==> src/rtl/riscv_pkg.sv <==
// Shared RISC-V definitions: load/store funct3 encodings, LSU state encoding
// and the sub-word extension helpers used by the load path.
package riscv_pkg;

    localparam logic [2:0] F3_B  = 3'b000;
    localparam logic [2:0] F3_H  = 3'b001;
    localparam logic [2:0] F3_W  = 3'b010;
    localparam logic [2:0] F3_BU = 3'b100;
    localparam logic [2:0] F3_HU = 3'b101;

    typedef enum logic {
        LSU_IDLE = 1'b0,
        LSU_RMW  = 1'b1
    } lsu_state_e;

    function automatic logic [31:0] ext_byte(input logic [7:0] b, input logic is_signed);
        return {{24{is_signed & b[7]}}, b};
    endfunction

    function automatic logic [31:0] ext_half(input logic [15:0] h, input logic is_signed);
        return {{16{is_signed & h[15]}}, h};
    endfunction

endpackage

==> src/rtl/lsu_align.sv <==
// Combinational lane logic for the LSU: load extraction/extension, sub-word
// store merge into the current memory word, and misaligned/illegal detection.
module lsu_align
    import riscv_pkg::*;
(
    input  logic        we,
    input  logic [2:0]  funct3,
    input  logic [1:0]  lane,
    input  logic [31:0] mem_rd,
    input  logic [15:0] wdata,
    output logic [31:0] load_data,
    output logic [31:0] merge_data,
    output logic        bad_access
);

    logic [7:0]  byte_sel;
    logic [15:0] half_sel;

    always_comb begin
        // NOTE: every output gets a default first so no path leaves a latch behind.
        byte_sel   = mem_rd[{lane, 3'b000} +: 8];
        half_sel   = lane[1] ? mem_rd[31:16] : mem_rd[15:0];
        load_data  = '0;
        merge_data = mem_rd;
        bad_access = 1'b0;

        if (we) begin
            case (funct3)
                F3_B: merge_data[{lane, 3'b000} +: 8] = wdata[7:0];
                F3_H: begin
                    bad_access = lane[0];
                    merge_data[{lane[1], 4'b0000} +: 16] = wdata;
                end
                F3_W:    bad_access = (lane != 2'b00);
                default: bad_access = 1'b1;
            endcase
        end else begin
            case (funct3)
                F3_B:  load_data = ext_byte(byte_sel, 1'b1);
                F3_BU: load_data = ext_byte(byte_sel, 1'b0);
                F3_H: begin
                    bad_access = lane[0];
                    load_data  = ext_half(half_sel, 1'b1);
                end
                F3_HU: begin
                    bad_access = lane[0];
                    load_data  = ext_half(half_sel, 1'b0);
                end
                F3_W: begin
                    bad_access = (lane != 2'b00);
                    load_data  = mem_rd;
                end
                default: bad_access = 1'b1;
            endcase
        end
    end

endmodule

==> src/rtl/lsu.sv <==
// Load/store unit: word-wide access to data_mem, same-cycle loads, single-cycle
// SW, and a stall-plus-write read-modify-write sequence for SB/SH.
module lsu
    import riscv_pkg::*;
#(
    parameter int ADDR_W = 32,
    parameter int IDX_W  = 6
) (
    input  logic              clk,
    input  logic              rst,
    input  logic              req,
    input  logic              we,
    input  logic [2:0]        funct3,
    input  logic [ADDR_W-1:0] addr,
    input  logic [31:0]       wdata,
    output logic [31:0]       rdata,
    output logic              stall,
    output logic              err,
    output logic              mem_we,
    output logic [31:0]       mem_a,
    output logic [31:0]       mem_wd,
    input  logic [31:0]       mem_rd
);

    lsu_state_e  state_q, state_d;
    logic [31:0] merge_q, merge_d;
    logic [31:0] load_data, merge_data;
    logic        bad_access;
    logic [31:0] word_idx;
    logic        addr_unused;

    // Upper address bits wrap silently within the memory.
    assign word_idx    = {{(32 - IDX_W){1'b0}}, addr[IDX_W+1:2]};
    assign addr_unused = ^addr[ADDR_W-1:IDX_W+2];

    lsu_align u_align (
        .we        (we),
        .funct3    (funct3),
        .lane      (addr[1:0]),
        .mem_rd    (mem_rd),
        .wdata     (wdata[15:0]),
        .load_data (load_data),
        .merge_data(merge_data),
        .bad_access(bad_access)
    );

    always_comb begin
        state_d = state_q;
        merge_d = merge_q;
        rdata   = '0;
        stall   = 1'b0;
        err     = 1'b0;
        mem_we  = 1'b0;
        mem_a   = word_idx;
        mem_wd  = '0;

        case (state_q)
            LSU_IDLE: begin
                if (req) begin
                    if (bad_access) begin
                        err = 1'b1;
                    end else if (!we) begin
                        rdata = load_data;
                    end else if (funct3 == F3_W) begin
                        mem_we = 1'b1;
                        mem_wd = wdata;
                    end else begin
                        stall   = 1'b1;
                        merge_d = merge_data;
                        state_d = LSU_RMW;
                    end
                end
            end
            LSU_RMW: begin
                mem_we  = 1'b1;
                mem_wd  = merge_q;
                state_d = LSU_IDLE;
            end
            default: state_d = LSU_IDLE;
        endcase

        // Holding outputs low in reset keeps a store aborted mid-RMW from writing.
        if (!rst) begin
            rdata  = '0;
            stall  = 1'b0;
            err    = 1'b0;
            mem_we = 1'b0;
            mem_a  = '0;
            mem_wd = '0;
        end
    end

    always_ff @(posedge clk or negedge rst) begin
        if (!rst) begin
            state_q <= LSU_IDLE;
            merge_q <= '0;
        end else begin
            // NOTE: non-blocking so both flops update from the same pre-edge values.
            state_q <= state_d;
            merge_q <= merge_d;
        end
    end

endmodule

==> config.mk <==
export PLATFORM = sky130hd
export DESIGN_NAME = lsu
export DESIGN_NICKNAME = d
export VERILOG_FILES = /design/src/rtl/riscv_pkg.sv /design/src/rtl/lsu_align.sv /design/src/rtl/lsu.sv
export SDC_FILE = /design/constraint.sdc
export NUM_CORES = 1
export LEC_CHECK = 0
export BUFFER_PORTS_ARGS = -buffer_cell sky130_fd_sc_hd__buf_2
export CORE_MARGIN = 2
export CORE_UTILIZATION = 49
export CTS_CLUSTER_DIAMETER = 80
export DETAILED_ROUTE_END_ITERATION = 10
export PLACE_DENSITY = 0.95
export SYNTH_ARGS = -nofsm -noshare
export SYNTH_HDL_FRONTEND = slang
export SYNTH_SLANG_ARGS = --single-unit
==> constraint.sdc <==
create_clock -name clk -period 3.7 [get_ports clk]
set_input_delay 0.185 -clock clk [delete_from_list [all_inputs] [get_ports clk]]
set_output_delay 0.185 -clock clk [all_outputs]
set_load 0.005 [all_outputs]
==> results.cfg <==
[status]
status = finished, final reports clean

[cts]
cts_resized = 0
cts_tree = built
cts_buffers = 5
clock_latency_ns = 0.29
cts_setup_buffers = 0
clock_tree.root_cell = clkbuf_8
clkSinkCount = 33
path_clk_slew_ns = 0.07
cts.htree.levels = 2
clk_path_buf_depth = 2

[die]
die_h_um = 88.04
fp.coreArea_mm2 = 0.006832
start_util = 0.5066
die_area_mm2 = 0.007751
io_pins = 202
die_w_um = 88.04
rows = 30

[worst_setup_path]
cp_top_family = compound AO/OA/AOI/OAI gates
critPathMaxFanout = 17
worstPathCellList = buf_2 -> inv_1 -> ha_1 -> nor3b_1 -> o21ai_1 -> nand2b_1 -> a21oi_1 -> buf_2
cp.arrival_ns = 2.84
crit_required_ns = 3.51
worstSetupEndpointType = output port
cpPeakStageDelay_ns = 0.88
setup.worst_path.class = input port to output port
worstSetupStartpointType = input port
worst_path_most_repeated_cell = buf_2
path_buf_inv = 3
crit_slowest_cell = o21ai_1

[timing]
final.period_utilization = 0.8180
fmax_ghz = 0.3304
maxSlewViolCount = 0
worstMarginPinSlew_ns = 1.136
min_period_ns = 3.027
rsz0062_at_grt = false
finalClockSkew_ns = 0.006420
setup_viol = 0
slew-limit-headroom = 0.2413
setup_tns_ns = 0
hold_violations = 0

[route]
num_vias = 3852
ant_nets = 0
firstDrtPassIters = 6
wirelength_um = 11410
drc = 0
wire_per_inst_um = 16.96
drt_iter0_markers = 359
vias_per_cell = 5.724

[pwr]
powerDensity_mw_per_mm2 = 269.2
p_leak_nw = 2.034
irDropWorstVdd_v = 0.0001277
power.total_mw = 1.131

[synth]
synthCells = 446
synth.avg_cell_area_um2 = 7.760
synthDistinctLibCells = 50
ys_async_sr_fraction = 1.000
yosys-top-cells-area = dfrtp_1 24%, mux2i_1 9.8%, nor2_1 7.9%
ys_ff_latch = 33
synth_warnings = 0
yosysTopAreaCellShare = 0.2386
synth_seq_area_share = 0.2386
yosysMostFrequentCell = nor2_1
syn_area_mm2 = 0.003461
synth-edff-count = 0
netlist_top_cells_count = 73 x nor2_1, 45 x a21oi_1, 34 x mux2i_1, 33 x dfrtp_1, 30 x nand2_1
synth_top_cell_by_area = dfrtp_1
synthFlopType = dfrtp_1

[cells_and_area]
area_growth_pct = 21.44
nets = 684
final_area_mm2 = 0.004203
antenna_cells = 0
drive_gt1_frac = 0.3258
finish.utilization = 0.6152
fin_cells = 673

[grt]
grt.overflow.total = 0
grt_pass1_vias = 3380
grtUsageTotal = 0.2841
grt_pass1_wl_um = 17130
grt_max_degree = 43
antenna_found_initial = 0

[placement]
gp_congestion = 0.9302
io_buffers = 151
place_area_mm2 = 0.004113
place_inst = 664
hpwl_um = 8724

[hold_path]
hp-class = input port to flip-flop

[job]
maxCapViolations = 0
==> layer usage <==
metal	global-route usage	up-vias	routed length [um]
met1	0.3891	1747	4922
li1	-	1833	-
met5	0	-	0
met2	0.4621	250	5185
met3	0.04241	22	1032
met4	0.09366	0	272
==> kinds of logic (layout without fill, tap and decap cells) <==
family,Yosys count,after routing,share of synthesized area
and+or+nand+nor,159,159,0.2263
AOI/OAI and AO/OA,138,138,0.2766
buffers and inverters,68,174,0.1150
muxes,42,42,0.1244
DFF,33,33,0.2386
adders and majority gates,5,5,0.01808
other,1,26,0.001084
==> sequential cells by signal (all words and copies together) (netlist names) <==
register and count:
merge_q 32, state_q 1
==> through the flow <==
| stage | setup WS [ns] | hold slack, ns |
|---|---|---|
| CTS | 0.7152 | 0.1910 |
| detailed placement | 0.7259 | 0.2872 |
| global route | 0.4667 | 0.2186 |
| floorplan | 1.714 | -0.1106 |
| finish | 0.6733 | 0.2048 |
| global placement | 0.7660 | 0.2637 |
==> where the power goes <==
part	internal, mW	switching (mW)
logic	0.161	0.212
registers	0.448	0.0492
clock network	0.134	0.127
total	0.743	0.388
==> cell type report <==
cell class | instances | area, um^2
multi-input combinational | 370 | 2335
tap | 96 | 120.1
sequential | 33 | 827.0
inverter | 8 | 30.03
clock buffer | 8 | 80.08
timing repair buffer | 158 | 810.8
fill | 630 | 2629
==> worst register-to-register path, stage by stage, from the launching register on <==
cell and delay [ns]:
dfrtp_2 0.43, and4bb_2 0.83, buf_4 0.41, nor2_1 0.08
a21oi_1 0.14
==> timing repair <==
item | CTS | global route
setup endpoints to repair | 0 | 0
endpoints found under the hold margin | 33 | 0
hold buffers | 1 | 0
==> final timing paths <==
check | startpoint | depth (start not counted) | end | slack (ns)
worst min register to register | merge_q[18] | 2 | merge_q[18] | 0.52
worst max-delay path | addr[0] | 8 | rdata[26] | 0.67
worst max register to register | state_q | 4 | merge_q[1] | 1.73
worst min-delay path | mem_rd[15] | 3 | merge_q[15] | 0.20
max in group asynchronous | rst | 3 | state_q | 2.78
min in group asynchronous | rst | 3 | merge_q[15] | 0.53
==> cells in the final DEF (no fill, tap or decap), types with 3 or more instances in the layout <==
cell	n
buf_2	151
nor2_1	73
a21oi_1	45
mux2i_1	34
dfrtp_1	32
nand2_1	30
a22oi_1	29
conb_1	26
a22o_1	14
and2_1	14
nor2b_1	13
o21ai_0	11
a31oi_1	11
and3_1	9
inv_1	8
mux2_2	8
a222oi_1	7
buf_4	6
a31o_2	5
ha_1	5
clkbuf_8	5
o21ai_1	3
nand2b_1	3
a21oi_2	3
clkbuf_1	3
(Power assumes the default switching activity.)
